File: src/rtl/reg_op_sequencer.sv
// reg_op_sequencer
// Four-state instruction sequencer that drives an external three-port
// register file. Each instruction goes IDLE -> READ -> EXEC -> WRITE:
// the sources are read, the ALU result and flags are computed, and the
// result is then written back. The result and flags stay visible until
// the next WRITE.
//
// Ports
//   clk, rst            : clock and synchronous active-high reset
//   instr_valid/ready   : instruction handshake (ready only in IDLE)
//   op, rd, rs1, rs2    : opcode, destination and source register indices
//   imm                 : immediate operand for LDI
//   ra1, ra2, rd1, rd2  : register-file read addresses and combinational data
//   we3, wa3, wd3       : register-file write port
//   done                : one-cycle completion pulse, high during WRITE
//   result, zero, carry : last computed value and its status flags

module reg_op_sequencer #(
    parameter int WIDTH = 8
) (
    input  logic             clk,
    input  logic             rst,
    input  logic             instr_valid,
    output logic             instr_ready,
    input  logic [2:0]       op,
    input  logic [2:0]       rd,
    input  logic [2:0]       rs1,
    input  logic [2:0]       rs2,
    input  logic [WIDTH-1:0] imm,
    output logic [2:0]       ra1,
    output logic [2:0]       ra2,
    input  logic [WIDTH-1:0] rd1,
    input  logic [WIDTH-1:0] rd2,
    output logic             we3,
    output logic [2:0]       wa3,
    output logic [WIDTH-1:0] wd3,
    output logic             done,
    output logic [WIDTH-1:0] result,
    output logic             zero,
    output logic             carry
);

    typedef enum logic [1:0] {IDLE, READ, EXEC, WRITE} state_t;

    typedef enum logic [2:0] {
        OP_ADD = 3'b000,
        OP_SUB = 3'b001,
        OP_AND = 3'b010,
        OP_OR  = 3'b011,
        OP_XOR = 3'b100,
        OP_MOV = 3'b101,
        OP_LDI = 3'b110,
        OP_CMP = 3'b111
    } opcode_t;

    state_t           state;
    opcode_t          op_q;
    logic [2:0]       rd_q;
    logic [WIDTH-1:0] imm_q;
    logic [WIDTH-1:0] opa;
    logic [WIDTH-1:0] opb;

    logic [WIDTH-1:0] alu_res;
    logic             alu_carry;
    logic [WIDTH:0]   sum_ext;

    // Ready is gated by rst so it is low during reset and rises in the
    // very first cycle after reset is released.
    assign instr_ready = (state == IDLE) && !rst;

    // The extra top bit of the sum is the ADD carry-out.
    assign sum_ext = {1'b0, opa} + {1'b0, opb};

    // ALU operating on the operands latched at the end of READ.
    always_comb begin
        alu_res   = '0;
        alu_carry = 1'b0;
        case (op_q)
            OP_ADD: begin
                alu_res   = sum_ext[WIDTH-1:0];
                alu_carry = sum_ext[WIDTH];
            end
            OP_SUB, OP_CMP: begin
                alu_res   = opa - opb;
                alu_carry = (opa < opb);
            end
            OP_AND: alu_res = opa & opb;
            OP_OR:  alu_res = opa | opb;
            OP_XOR: alu_res = opa ^ opb;
            OP_MOV: alu_res = opa;
            OP_LDI: alu_res = imm_q;
            default: alu_res = '0;
        endcase
    end

    // Sequencer FSM. The write-port and status outputs are loaded at the
    // end of EXEC so they are valid throughout WRITE. we3 and done default
    // low, so they pulse for exactly one cycle. Reset in any state drops
    // the in-flight op before it reaches WRITE.
    always_ff @(posedge clk) begin
        if (rst) begin
            state  <= IDLE;
            op_q   <= OP_ADD;
            rd_q   <= '0;
            imm_q  <= '0;
            opa    <= '0;
            opb    <= '0;
            ra1    <= '0;
            ra2    <= '0;
            we3    <= 1'b0;
            wa3    <= '0;
            wd3    <= '0;
            done   <= 1'b0;
            result <= '0;
            zero   <= 1'b0;
            carry  <= 1'b0;
        end else begin
            we3  <= 1'b0;
            done <= 1'b0;
            case (state)
                IDLE: begin
                    if (instr_valid) begin
                        op_q  <= opcode_t'(op);
                        rd_q  <= rd;
                        imm_q <= imm;
                        ra1   <= rs1;
                        ra2   <= rs2;
                        state <= READ;
                    end
                end
                READ: begin
                    opa   <= rd1;
                    opb   <= rd2;
                    state <= EXEC;
                end
                EXEC: begin
                    result <= alu_res;
                    zero   <= (alu_res == '0);
                    carry  <= alu_carry;
                    wa3    <= rd_q;
                    wd3    <= alu_res;
                    // Register 0 is read-only zero; CMP only updates flags.
                    we3    <= (op_q != OP_CMP) && (rd_q != 3'd0);
                    done   <= 1'b1;
                    state  <= WRITE;
                end
                WRITE: begin
                    state <= IDLE;
                end
                default: state <= IDLE;
            endcase
        end
    end

endmodule

File: config.mk
export PLATFORM = sky130hd
export DESIGN_NAME = reg_op_sequencer
export DESIGN_NICKNAME = d
export VERILOG_FILES = /design/src/rtl/reg_op_sequencer.sv
export SDC_FILE = /design/constraint.sdc
export NUM_CORES = 1
export LEC_CHECK = 0
export BUFFER_PORTS_ARGS = -buffer_cell sky130_fd_sc_hd__buf_2
export CORE_ASPECT_RATIO = 0.8
export CORE_MARGIN = 8
export CORE_UTILIZATION = 40
export DETAILED_ROUTE_END_ITERATION = 10
export MAX_ROUTING_LAYER = met4
export PLACE_DENSITY = 0.71
export REMOVE_ABC_BUFFERS = 1
export SLEW_MARGIN = 20
export SYNTH_ARGS = -nofsm -noshare
export SYNTH_HDL_FRONTEND = slang
export SYNTH_SLANG_ARGS = --single-unit
File: constraint.sdc
create_clock -name clk -period 3.1 [get_ports clk]
set_clock_uncertainty 0.15 [all_clocks]
set_input_delay 0.155 -clock clk [delete_from_list [all_inputs] [get_ports clk]]
set_output_delay 0.155 -clock clk [all_outputs]
set_load 0.03 [all_outputs]
---- Yosys cells after proc, flatten, opt, wreduce, memory -nomap -nowiden ----
Index checks and enable logic that the tools add are counted.
word-level totals
  bits in registers ....................... 53
  bits in latches ......................... 0
  memory bits (writable) .................. 0
  ROM bits ................................ 0
  input bits .............................. 39
  output and inout bits ................... 30
  word-level logic and storage cells ...... 48
  memories ................................ 0
cells by class
  add/sub/neg operators ................... 2
  $mul .................................... 0
  div/mod/pow operators ................... 0
  order comparisons ....................... 1
  eq/ne operators ......................... 12
  shift-type cells ........................ 0
  muxes and demuxes ....................... 5
  bitwise operators ....................... 4
  reduce and logical (&&, ||, !) cells .... 10
operators with widths
  operator            count
  $pmux 8 s7          1
  $eq 3x3->1 const B  4
  $add 8x8->9         1
  $and 8x8->8         1
  $logic_not 8->1     1
  $lt 8x8->1          1
  $or 8x8->8          1
  $pmux 2 s4          1
  $sub 8x8->8         1
  $xor 8x8->8         1
  $eq 3x2->1 const B  2
  $eq 2x2->1 const B  2
  $reduce_or 2->1     2
  $eq 3x1->1 const B  1
  $logic_not 3->1     1
  $ne 3x3->1 const B  1
  $reduce_bool 3->1   1
  $eq 2x1->1 const B  1
  $logic_and 1x1->1   2
  $logic_not 2->1     1
  $mux 2              1
  $ne 2x2->1 const B  1
  $pmux 1 s2          1
  $reduce_and 2->1    1
  3 further kinds     3

---- Logic depth before layout (Yosys ltp) ----
Gate-level depths: netlist of the first run.
  depth in word-level cells ............... 4
  gate-level depth with buffers ........... 10
  gate-level depth less buffers ........... 10

---- Least setup slack after synthesis of the first run ----
No wires, ideal clock.
  path type ............................... register to register
  start point ............................. reg opa[0]
  end point ............................... reg zero
  setup time .............................. 69 ps
  arrival ................................. 2,322 ps
  data required time ...................... 2,881 ps
  setup slack ............................. 559 ps
  cell stages (with the launch flop) ...... 11
  buffers on the path ..................... 0
  clock period less this slack ............ 2,541 ps
  cell sequence ........................... dfxtp_1 inv_1 ha_1 fa_1 nor3_1 or4_1 a21oi_1 o31ai_1 o311ai_1 or4_1 o21ai_1
between the ends
  cells in the longest elaborated chain, start to end .. 3
  elaborated cells between the ends (all ways) .. 7
  those cells by class .................... add/sub: 2; mux: 1; bitwise: 3; reduce/logical: 1
ends and longest elaborated chain
  what                                 line  source
  start: declaration                   60    logic [WIDTH-1:0] opa;
  start signal: assignment             132   opa <= rd1;
  $sub 8x8->8 (tied with other cells)  84    alu_res = opa - opb;
  $pmux 8 s7 (*)                       78    case (op_q)
  $logic_not 8->1 (*)                  138   zero <= (alu_res == '0);
  end signal: assignment               138
  end: declaration                     39    output logic zero,
Every way passes the cells marked *; elsewhere a longest branch is shown, timed or not.
A chain may end at the register's enable or synchronous reset.

---- Worst setup path after layout of the first run ----
Ends and elaborated chain as after synthesis.

==> results_dict.tcl, run 1 <==
set metrics [dict create \
    synth_cell_types 68 \
    yosys_warnings 0 \
    path_clk_slew_ps 120 \
    start_util 0.408 \
    min_period_over_period 0.908 \
    synth_ff_type "dfxtp_1" \
    multi_input_area_mm2 0.00208 \
    setup-violations-final 0 \
    synth-edff-count 0 \
    grt_max_degree 51 \
    clockBufferDepth 2 \
    cpLargestDelayFamily "simple AND/OR/NAND/NOR gates" \
    crit_start "opa[0]$_SDFFE_PP0N_" \
    finalSetupTns_ps 0 \
    async_flop_share 0 \
    p_leak_nw 1.89 \
    powerDensity_mw_per_mm2 702 \
    arrival_ps 2930 \
    antenna_found_initial 0 \
    fillCellCount 808 \
    worstHoldStart "rst" \
    slew_violations 0 \
    core_mm2 0.00841 \
    routedWlPerCell_um 15.2 \
    grt-ovfl-total 0 \
    path_max_fanout 4 \
    grt_pass1_vias 3187 \
    fin_crit_ps 2810 \
    dieWidth_um 119 \
    post-route-util 0.506 \
    gp_congestion 0.891 \
    syn_inst 407 \
    rsz0062_at_grt "false" \
    io_buffers 68 \
    ioPinCount 69 \
    slowest_stage "or4_1" \
    htree_levels 2 \
    path_cells "inv_1 > ha_1 > fa_1 > nor3_1 > or4_1 > a21oi_1 > o31ai_2 > o311ai_1 > or4_1 > o21ai_1" \
    diodes 0 \
    regArea_mm2 0.00106 \
    track_usage 0.162 \
    max_freq_mhz 355 \
    post-dp-hpwl_mm 6.69 \
    status "completed" \
    clock-sinks 53 \
    synth_area_mm2 0.00343 \
    first_pass_iters 4 \
    ys_seq_area_frac 0.310 \
    critPathMaxStageDelay_ps 470 \
    antenna_left 0 \
    drt_iter0_markers 228 \
    worstSetupStartpointType "flip-flop" \
    viasPerCell 5.21 \
    crit_top_cell "or4_1" \
    fin_nets 564 \
    path_buf_inv 1 \
    hold_violations 0 \
    p_total_w 0.00299 \
    vias 3164 \
    cts_tree "yes" \
    die_y_um 98.8 \
    ys_seq_elements 53 \
    grt_pass1_wl_mm 15.7 \
    rows 30 \
    required_ps 3210 \
    max_slew_margin 0.450 \
    insertion_delay_ps 320 \
    cap_viol_max_count 0 \
    drive_gt1_frac 0.210 \
    r2r_start "opa[0]$_SDFFE_PP0N_" \
    peakVddDrop_mv 0.538 \
    hp-class "in2reg" \
    wl_mm 9.25 \
    cts_made_buffers 5 \
    post_cts_buffers 0 \
    worstSetupPathType "reg2reg" \
    avgSynthCellArea_um2 8.42 \
    die-area_mm2 0.0118 \
    drc_errors 0 \
    area_growth_pct 24.1 \
    cts_root_buffer "clkbuf_8" \
    worstSetupEndpointType "flip-flop" \
    worstMarginPinSlew_ps 825 \
]
state kept, by name (all words and copies together) (netlist names), 8 cells and up:
register	count
opa	8
result	8
opb	8
imm_q	8
power breakdown:
part	internal (W)	total (W)	switching (W)
combinational	0.000665	0.00160	0.000935
clock	0.000170	0.000444	0.000274
sequential	0.000813	0.000941	0.000128
through the flow:
step                      setup WS [ps]  cells  cell area (um^2)  hold slack [ps]
after floorplan                     559    374              3230             74.1
after global placement              331    563              3790              242
after detailed placement            192    563              3790              246
after CTS                           194    607              4250             65.7
after global routing               90.5    607              4250             75.0
final                               286    607              4250             65.2
cells in the final DEF (no fill, tap or decap), types with 2 or more instances in the layout:
cell / instances
nand2_1: 51
a21oi_1: 33
nand3b_1: 2
nor2b_1: 7
and2_1: 3
a21o_1: 6
o22ai_1: 2
dfxtp_1: 53
nand4b_1: 3
nor3b_1: 2
nor2_1: 37
buf_4: 8
dlygate4sd3_1: 36
and3_1: 3
mux2i_1: 28
a211oi_1: 7
ha_1: 29
nand3_1: 4
o21ai_1: 2
or2_2: 2
nor3_1: 6
inv_1: 23
buf_2: 68
o311a_1: 2
and3b_1: 2
o2bb2ai_2: 2
or4_1: 3
xnor2_1: 2
nand2b_1: 8
a211o_1: 3
fa_1: 2
clkbuf_8: 5
o21bai_1: 2
o21ai_0: 9
o211a_1: 2
a22o_1: 3
cell families after synthesis:
kind of cell               Yosys count  share of synthesized area
muxes                               29                     0.0851
buffers and inverters               57                     0.0840
xor gates and xnor gates             2                    0.00511
and+or+nand+nor                    140                      0.203
AOI/OAI and AO/OA                   95                      0.196
DFF                                 53                      0.310
adders and majority gates           31                      0.118
tightest hold or removal path, stage by stage:
cell	delay, ps
buf_2	90
inv_1	100
o221a_2	140
Yosys cell counts, types with 2 or more instances:
cell type | n | share of area
a211o_1 | 3 | 0.0077
a211oi_1 | 7 | 0.015
a21o_1 | 6 | 0.013
a21oi_1 | 33 | 0.048
a22o_1 | 3 | 0.0077
and2_1 | 3 | 0.0055
and3_1 | 3 | 0.0055
and3b_1 | 2 | 0.0051
buf_1 | 2 | 0.0022
buf_2 | 4 | 0.0058
buf_4 | 12 | 0.026
clkbuf_1 | 13 | 0.014
dfxtp_1 | 53 | 0.31
fa_1 | 2 | 0.012
ha_1 | 29 | 0.11
inv_1 | 23 | 0.025
mux2i_1 | 28 | 0.082
nand2_1 | 51 | 0.056
nand2b_1 | 8 | 0.015
nand3_1 | 4 | 0.0058
nand3b_1 | 2 | 0.0044
nand4b_1 | 3 | 0.0077
nor2_1 | 37 | 0.041
nor2b_1 | 7 | 0.013
nor3_1 | 6 | 0.0088
nor3b_1 | 2 | 0.0044
o211a_1 | 2 | 0.0058
o21ai_0 | 9 | 0.013
o21ai_1 | 2 | 0.0029
o21bai_1 | 2 | 0.0044
o22ai_1 | 2 | 0.0037
o2bb2ai_2 | 2 | 0.0088
o311a_1 | 2 | 0.0058
o31ai_1 | 2 | 0.0044
or2_2 | 2 | 0.0037
or4_1 | 3 | 0.0066
xnor2_1 | 2 | 0.0051
layout make-up:
| class | count | area share |
|---|---|---|
| clock buffer | 5 | 0.0162 |
| clock inverter | 3 | 0.00677 |
| inverter | 24 | 0.0212 |
| multi-input combinational | 297 | 0.490 |
| sequential | 53 | 0.249 |
| tap | 112 | 0.0330 |
| timing repair buffer | 113 | 0.184 |
repair_timing:
item                                    in CTS  in global routing
endpoints found under the setup margin       0                  1
endpoints found under the hold margin       36                  0
resized for setup                            0                  1
hold buffers                                36                  0
metal layers:
layer | wire length, um | GRT usage | up-vias
met5 | 0 | - | -
met4 | 38 | 0.0230 | 0
met3 | 293 | 0.0257 | 5
met2 | 4170 | 0.259 | 68
met1 | 4740 | 0.217 | 1521
li1 | - | - | 1570
worst paths after layout:
path,endpoint,slack [ps],depth (start not counted)
max,zero$_SDFFE_PP0P_,290,10
min,carry$_SDFFE_PP0P_,70,3
max reg2reg,zero$_SDFFE_PP0P_,290,10
min reg2reg,ra2[1]$_SDFFE_PP0P_,310,2
Power figures use the tool's default switching activity.
==> inputs of run 2 (changes only) <==
--- a/config.mk
+++ b/config.mk
@@ -5,6 +5,7 @@
 export SDC_FILE = /design/constraint.sdc
 export NUM_CORES = 1
 export LEC_CHECK = 0
+export ABC_AREA = 1
 export BUFFER_PORTS_ARGS = -buffer_cell sky130_fd_sc_hd__buf_2
 export CORE_ASPECT_RATIO = 0.8
 export CORE_MARGIN = 8
@@ -17,3 +18,4 @@
 export SYNTH_ARGS = -nofsm -noshare
 export SYNTH_HDL_FRONTEND = slang
 export SYNTH_SLANG_ARGS = --single-unit
+export TNS_END_PERCENT = 100
==> run 2 against run 1 <==
First-iteration DRC count decreased by 19%. Synthesized cell count up 19%. Maximum frequency up 20%. Final cell count rose by 11%. The run now ends with negative hold slack left. Hold slack got worse by 73 ps. Critical path type unchanged. Sequential share of layout area is 1.3 points higher. Critical path depth grew 2.
==> results_dict.tcl, run 2 <==
set metrics [dict create \
    status "finished, violations left" \
    violations "negative hold slack" \
    finalNonFillerCells 671 \
    path_cells "inv_1 > ha_1 > fa_1 > inv_1 > nand3_1 > a21oi_1 > nor2_1 > nor2_1 > nand3_1 > nor2_1 > nand4_1 > a21oi_1" \
    cap_viol_max_count 0 \
    cts_made_buffers 5 \
    synth-edff-count 0 \
    rsz0062_at_grt "false" \
    path_clk_slew_ps 100 \
    hp-class "in2reg" \
    antenna_left 0 \
    diodes 0 \
    powerDensity_mw_per_mm2 953 \
    max_slew_margin 0.417 \
    die_y_um 97.2 \
    r2r_start "opa[0]$_SDFFE_PP0N_" \
    start_util 0.413 \
    post-dp-hpwl_mm 7.05 \
    slowest_stage "fa_1" \
    synth_area_leaders "dfxtp_1 32%, ha_1 11%, nand2_1 8.8%" \
    wl_mm 9.42 \
    worstMarginPinSlew_ps 873 \
    worst_hold_path.num_cells 3 \
    first_pass_iters 5 \
    setup-violations-final 0 \
    antenna_found_initial 0 \
    yosysTopAreaCellShare 0.322 \
    arrival_ps 2440 \
    critPathMaxStageDelay_ps 420 \
    async_flop_share 0 \
    layout_commonest_cell "nand2_1" \
    synthTopCellsByCount "77 x nand2_1, 69 x nor2_1, 53 x dfxtp_1" \
    synth_area_mm2 0.00330 \
    swShare 0.512 \
    avgSynthCellArea_um2 6.82 \
    clockBufferDepth 2 \
    path_max_fanout 4 \
    dieWidth_um 118 \
    peakVddDrop_mv 0.336 \
    post_cts_buffers 0 \
    synth_top_area_cell "dfxtp_1" \
    met3_usage 0.0302 \
    cts.repair.resized 0 \
    slew_violations 0 \
    yosys_warnings 0 \
    seq_power_share 0.288 \
    reg2regPathDepth 12 \
    worstSetupStartpointType "flip-flop" \
    grt-ovfl-total 0 \
    syn_inst 484 \
    gp_congestion 0.998 \
    hold_buffers 31 \
    p_leak_nw 1.99 \
    viasPerCell 5.02 \
    worstHoldStart "rd2[3]" \
    rows 29 \
    p_total_w 0.00385 \
    clkPwrFrac 0.127 \
    crit_top_cell "nor2_1" \
    path_buf_inv 2 \
    area_growth_pct 22.5 \
    cpLargestDelayFamily "adder cells" \
    fin_nets 632 \
    drt_iter0_markers 185 \
    ys_seq_elements 53 \
    ys_seq_area_frac 0.322 \
    drive_gt1_frac 0.156 \
    r2r_end "zero$_SDFFE_PP0P_" \
    gr-usage-met2 0.253 \
    insertion_delay_ps 310 \
    fillCellCount 840 \
    layout_common_cells "77 x nand2_1, 69 x nor2_1, 68 x buf_2" \
    cts_tree "yes" \
    dp_cells 632 \
    core_mm2 0.00798 \
    max_freq_mhz 427 \
    hold_violations 2 \
    p_sw_w 0.00197 \
    synth_most_common_cell "nand2_1" \
    synth_ff_type "dfxtp_1" \
    drc_errors 0 \
    track_usage 0.163 \
    routedWlPerCell_um 14.0 \
    grt_pass1_vias 3186 \
    vias 3369 \
    internal_power_w 0.00188 \
    htree_levels 2 \
    p_comb_frac 0.585 \
    worstSetupEndpointType "flip-flop" \
    fin_crit_ps 2340 \
    worstSetupPathType "reg2reg" \
    grt_pass1_wl_mm 15.5 \
    synth_cell_types 32 \
    die-area_mm2 0.0114 \
    required_ps 3200 \
    finalSetupTns_ps 0 \
    min_period_over_period 0.756 \
    hold-path-endpoint "opb[3]$_SDFFE_PP0N_" \
    met1_usage 0.217 \
    grt_max_degree 33 \
    ioPinCount 69 \
    globalRoute.busiestLayer "met2" \
    holdWs_ps -8.07 \
    io_buffers 68 \
    clock-sinks 53 \
    worst-r2r-setup-slack_ps 760 \
    cts_root_buffer "clkbuf_8" \
]
## run 2: cell count changes in the layout (fill, tap and decap cells not counted), moves of 7 or more
cell,before,now
o21ai_1,2,9
nand2_1,51,77
nor2_1,37,69
o21ai_0,9,45
nand3_1,4,32
nand2b_1,8,0
nor2b_1,7,0
mux2i_1,28,0
inv_1,23,50
nand4_1,0,19
## run 2: worst max path at each step
| stage | from | depth (start not counted) | endpoint | slack (ps) |
|---|---|---|---|---|
| after global routing | opa[3]$_SDFFE_PP0N_ | 12 | zero$_SDFFE_PP0P_ | 470 |
| after floorplan | opa[0]$_SDFFE_PP0N_ | 12 | zero$_SDFFE_PP0P_ | 1090 |
| after CTS | opa[0]$_SDFFE_PP0N_ | 12 | zero$_SDFFE_PP0P_ | 760 |
| after global placement | opa[0]$_SDFFE_PP0N_ | 12 | zero$_SDFFE_PP0P_ | 830 |
| after detailed placement | opa[0]$_SDFFE_PP0N_ | 12 | zero$_SDFFE_PP0P_ | 800 |
| final | opa[0]$_SDFFE_PP0N_ | 12 | zero$_SDFFE_PP0P_ | 760 |
## run 2: cell type report
| type | instances | area (um^2) | area share |
|---|---|---|---|
| Sequential cell | 53 | 1060 | 0.262 |
| Inverter | 59 | 221 | 0.0548 |
| Clock buffer | 6 | 72.6 | 0.0180 |
| Multi-Input combinational cell | 341 | 1840 | 0.455 |
| Tap cell | 108 | 135 | 0.0334 |
| Timing Repair Buffer | 102 | 673 | 0.167 |
| Clock inverter | 2 | 38.8 | 0.00959 |
## run 2: power groups by stage
| stage | combinational, W | clock [W] | sequential [W] |
|---|---|---|---|
| after floorplan | 0.00136 | 0 | 0.00132 |
| after global placement | 0.00221 | 0 | 0.00111 |
| after detailed placement | 0.00220 | 0 | 0.00112 |
| after CTS | 0.00224 | 0.000502 | 0.00111 |
| after global routing | 0.00253 | 0.000528 | 0.00114 |
| final | 0.00226 | 0.000489 | 0.00111 |
## run 2: per-layer routing
metal / share of wire / vias to the layer above / wire, um
li1: - / 1721 / -
met1: 0.49 / 1521 / 4610
met2: 0.45 / 110 / 4200
met3: 0.052 / 17 / 489
met4: 0.013 / 0 / 125
met5: 0 / - / 0
## run 2: stage by stage
stage	hold WS (ps)	utilization	area, um^2	setup WS, ps
final	-8.07	0.506	4040	757
after global routing	16.3	0.506	4040	470
after CTS	2.71	0.506	4040	756
after detailed placement	250	0.454	3620	803
after global placement	241	0.454	3620	834
after floorplan	74.1	-	3120	1090
## run 2: cell families (layout without fill, tap and decap cells)
kind of cell | Yosys count | in the layout | share of synthesized area
DFF | 53 | 53 | 0.322
adders and majority gates | 31 | 31 | 0.122
AOI/OAI and AO/OA | 98 | 98 | 0.155
buffers and inverters | 90 | 169 | 0.121
and+or+nand+nor | 209 | 209 | 0.273
xor gates and xnor gates | 3 | 3 | 0.00797
## run 2: worst register-to-register path, delay by kind of cell (launching register included)
| family | cells | cell delay, ps |
|---|---|---|
| buf+inv | 2 | 190 |
| fa+ha+maj | 2 | 640 |
| compound gates | 2 | 280 |
| simple gates | 6 | 640 |
| flops | 1 | 370 |
==> inputs of run 3 (changes only) <==
--- a/config.mk
+++ b/config.mk
@@ -5,14 +5,14 @@
 export SDC_FILE = /design/constraint.sdc
 export NUM_CORES = 1
 export LEC_CHECK = 0
-export ABC_AREA = 1
+export ABC_AREA = 0
 export BUFFER_PORTS_ARGS = -buffer_cell sky130_fd_sc_hd__buf_2
 export CORE_ASPECT_RATIO = 0.8
 export CORE_MARGIN = 8
 export CORE_UTILIZATION = 40
 export DETAILED_ROUTE_END_ITERATION = 10
 export MAX_ROUTING_LAYER = met4
-export PLACE_DENSITY = 0.71
+export PLACE_DENSITY = 0.74
 export REMOVE_ABC_BUFFERS = 1
 export SLEW_MARGIN = 20
 export SYNTH_ARGS = -nofsm -noshare
==> constraint.sdc (replaced) <==
create_clock -name clk -period 2.1 [get_ports clk]
set_clock_uncertainty 0.15 [all_clocks]
set_input_delay 0.105 -clock clk [delete_from_list [all_inputs] [get_ports clk]]
set_output_delay 0.105 -clock clk [all_outputs]
set_load 0.03 [all_outputs]
==> run 3 against run 2 <==
The run ends with negative setup slack left. First-iteration DRC count is 18% higher. Critical path depth fell by 1. Utilization rose by 12 points. Clock power is 55% higher. Final cell count increased by 2.4%. Sequential power grew 24%. Combinational power increased by 64%. Non-clock buffer count up 91. Routed wire length is 17% higher. Power increased by 52%. Global-route usage increased by 2.1 points. Sequential share of layout area fell by 5.6 points.
==> results_dict.tcl, run 3 (same netlist as run 1, synthesis figures left out) <==
set metrics [dict create \
    status "finished, violations left" \
    violations "negative setup slack" \
    fillCellCount 716 \
    worst_hold_path.num_cells 3 \
    drt_iter0_markers 219 \
    worstMarginPinSlew_ps 432 \
    drc_errors 0 \
    cts_root_buffer "clkbuf_8" \
    ioPinCount 69 \
    cts_made_buffers 5 \
    path_max_fanout 2 \
    start_util 0.408 \
    core_mm2 0.00841 \
    cts_tree "yes" \
    wl_mm 11.1 \
    drive_gt1_frac 0.437 \
    gp_congestion 0.930 \
    track_usage 0.184 \
    die-area_mm2 0.0118 \
    insertion_delay_ps 320 \
    path_clk_slew_ps 110 \
    antenna_found_initial 0 \
    critPathMaxStageDelay_ps 400 \
    path_buf_inv 2 \
    rsz0062_at_grt "true" \
    grt_pass1_vias 3548 \
    worstSetupEndpointType "flip-flop" \
    grt_max_degree 36 \
    grt_pass1_wl_mm 17.5 \
    reg2regPathDepth 11 \
    cpLargestDelayFamily "compound AO/OA/AOI/OAI gates" \
    cap_viol_max_count 0 \
    fin_nets 644 \
    max_slew_margin 0.712 \
    rows 30 \
    p_leak_nw 2.37 \
    post-dp-hpwl_mm 7.87 \
    powerDensity_mw_per_mm2 1110 \
    clock-sinks 53 \
    hold_violations 0 \
    viasPerCell 5.20 \
    setup-violations-final 6 \
    routedWlPerCell_um 16.1 \
    antenna_left 0 \
    io_buffers 68 \
    worstSetupPathType "reg2reg" \
    diodes 0 \
    required_ps 2210 \
    fin_crit_ps 2460 \
    grt-ovfl-total 0 \
    peakVddDrop_mv 0.677 \
    die_y_um 98.8 \
    clockBufferDepth 2 \
    fin_ws_ps -358 \
    area_growth_pct 53.7 \
    first_pass_iters 5 \
    path_depth 11 \
    arrival_ps 2570 \
    layout_common_cells "81 x buf_4, 68 x buf_2, 51 x nand2_1" \
    path_cells "inv_2 > ha_4 > fa_2 > nor3_2 > buf_4 > o31ai_1 > a21oi_2 > o31ai_2 > o311ai_1 > or4_1 > o21ai_1" \
    pre_cts_slack_ps -536 \
    htree_levels 2 \
    post-route-util 0.626 \
    layout_commonest_cell "buf_4" \
    max_freq_mhz 407 \
    slowest_stage "or4_1" \
    slew_violations 0 \
    min_period_over_period 1.17 \
    dieWidth_um 119 \
    hp-class "in2reg" \
    vias 3570 \
    worstSetupStartpointType "flip-flop" \
]
[run 3: power breakdown]
group	total [W]	internal (W)	switching [W]	leakage (nW)
Combinational	0.00371	0.00182	0.00188	1.87
Sequential	0.00138	0.00122	0.000160	0.440
Clock	0.000757	0.000366	0.000391	0.0603
Total	0.00584	0.00341	0.00243	2.37
[run 3: final timing paths]
check	from	end	slack, ps
hold reg to reg	ra2[1]$_SDFFE_PP0P_	ra2[1]$_SDFFE_PP0P_	310
setup / recovery	opa[0]$_SDFFE_PP0N_	zero$_SDFFE_PP0P_	-360
hold / removal	rst	carry$_SDFFE_PP0P_	30
setup reg to reg	opa[0]$_SDFFE_PP0N_	zero$_SDFFE_PP0P_	-360
[run 3: layout make-up]
class | instances | area (um^2) | share of cell area
Multi-Input combinational cell | 297 | 2410 | 0.457
Timing Repair Buffer | 193 | 1420 | 0.269
Sequential cell | 53 | 1090 | 0.207
Tap cell | 112 | 140 | 0.0266
Inverter | 24 | 92.6 | 0.0176
Clock buffer | 5 | 68.8 | 0.0131
Clock inverter | 3 | 50.0 | 0.00950
[run 3: worst reg2reg max path, cell delays in order, from the launching register on]
cell and delay, ps:
dfxtp_2 350, inv_2 80, ha_4 130, fa_2 220, nor3_2 50, buf_4 130
o31ai_1 290, a21oi_2 90, o31ai_2 230, o311ai_1 150, or4_1 400, o21ai_1 120
[run 3: metal layers]
| layer | wire length [um] | GRT usage | vias to the layer above |
|---|---|---|---|
| met5 | 0 | - | - |
| met4 | 93 | 0.0354 | 0 |
| met3 | 570 | 0.0309 | 12 |
| met2 | 5180 | 0.301 | 127 |
| met1 | 5230 | 0.236 | 1701 |
| li1 | - | - | 1730 |
[run 3: stage by stage]
step	TNS [ps]	power (W)	area [um^2]	hold WS, ps	instances
after floorplan	-1080	0.00306	3230	24.1	374
after global placement	-2180	0.00432	4330	190	633
after detailed placement	-2560	0.00438	4330	197	633
after CTS	-1700	0.00548	5010	28.5	682
after global routing	-2050	0.00620	5270	36.7	687
final	-1460	0.00584	5270	32.8	687
[run 3: repair_timing]
item                                    in CTS  in global routing
buffers inserted                             5                  5
hold buffers                                36                  0
resized for setup                           40                 58
endpoints found under the setup margin      10                 10
pin swaps                                   23                 32
endpoints found under the hold margin       36                  0
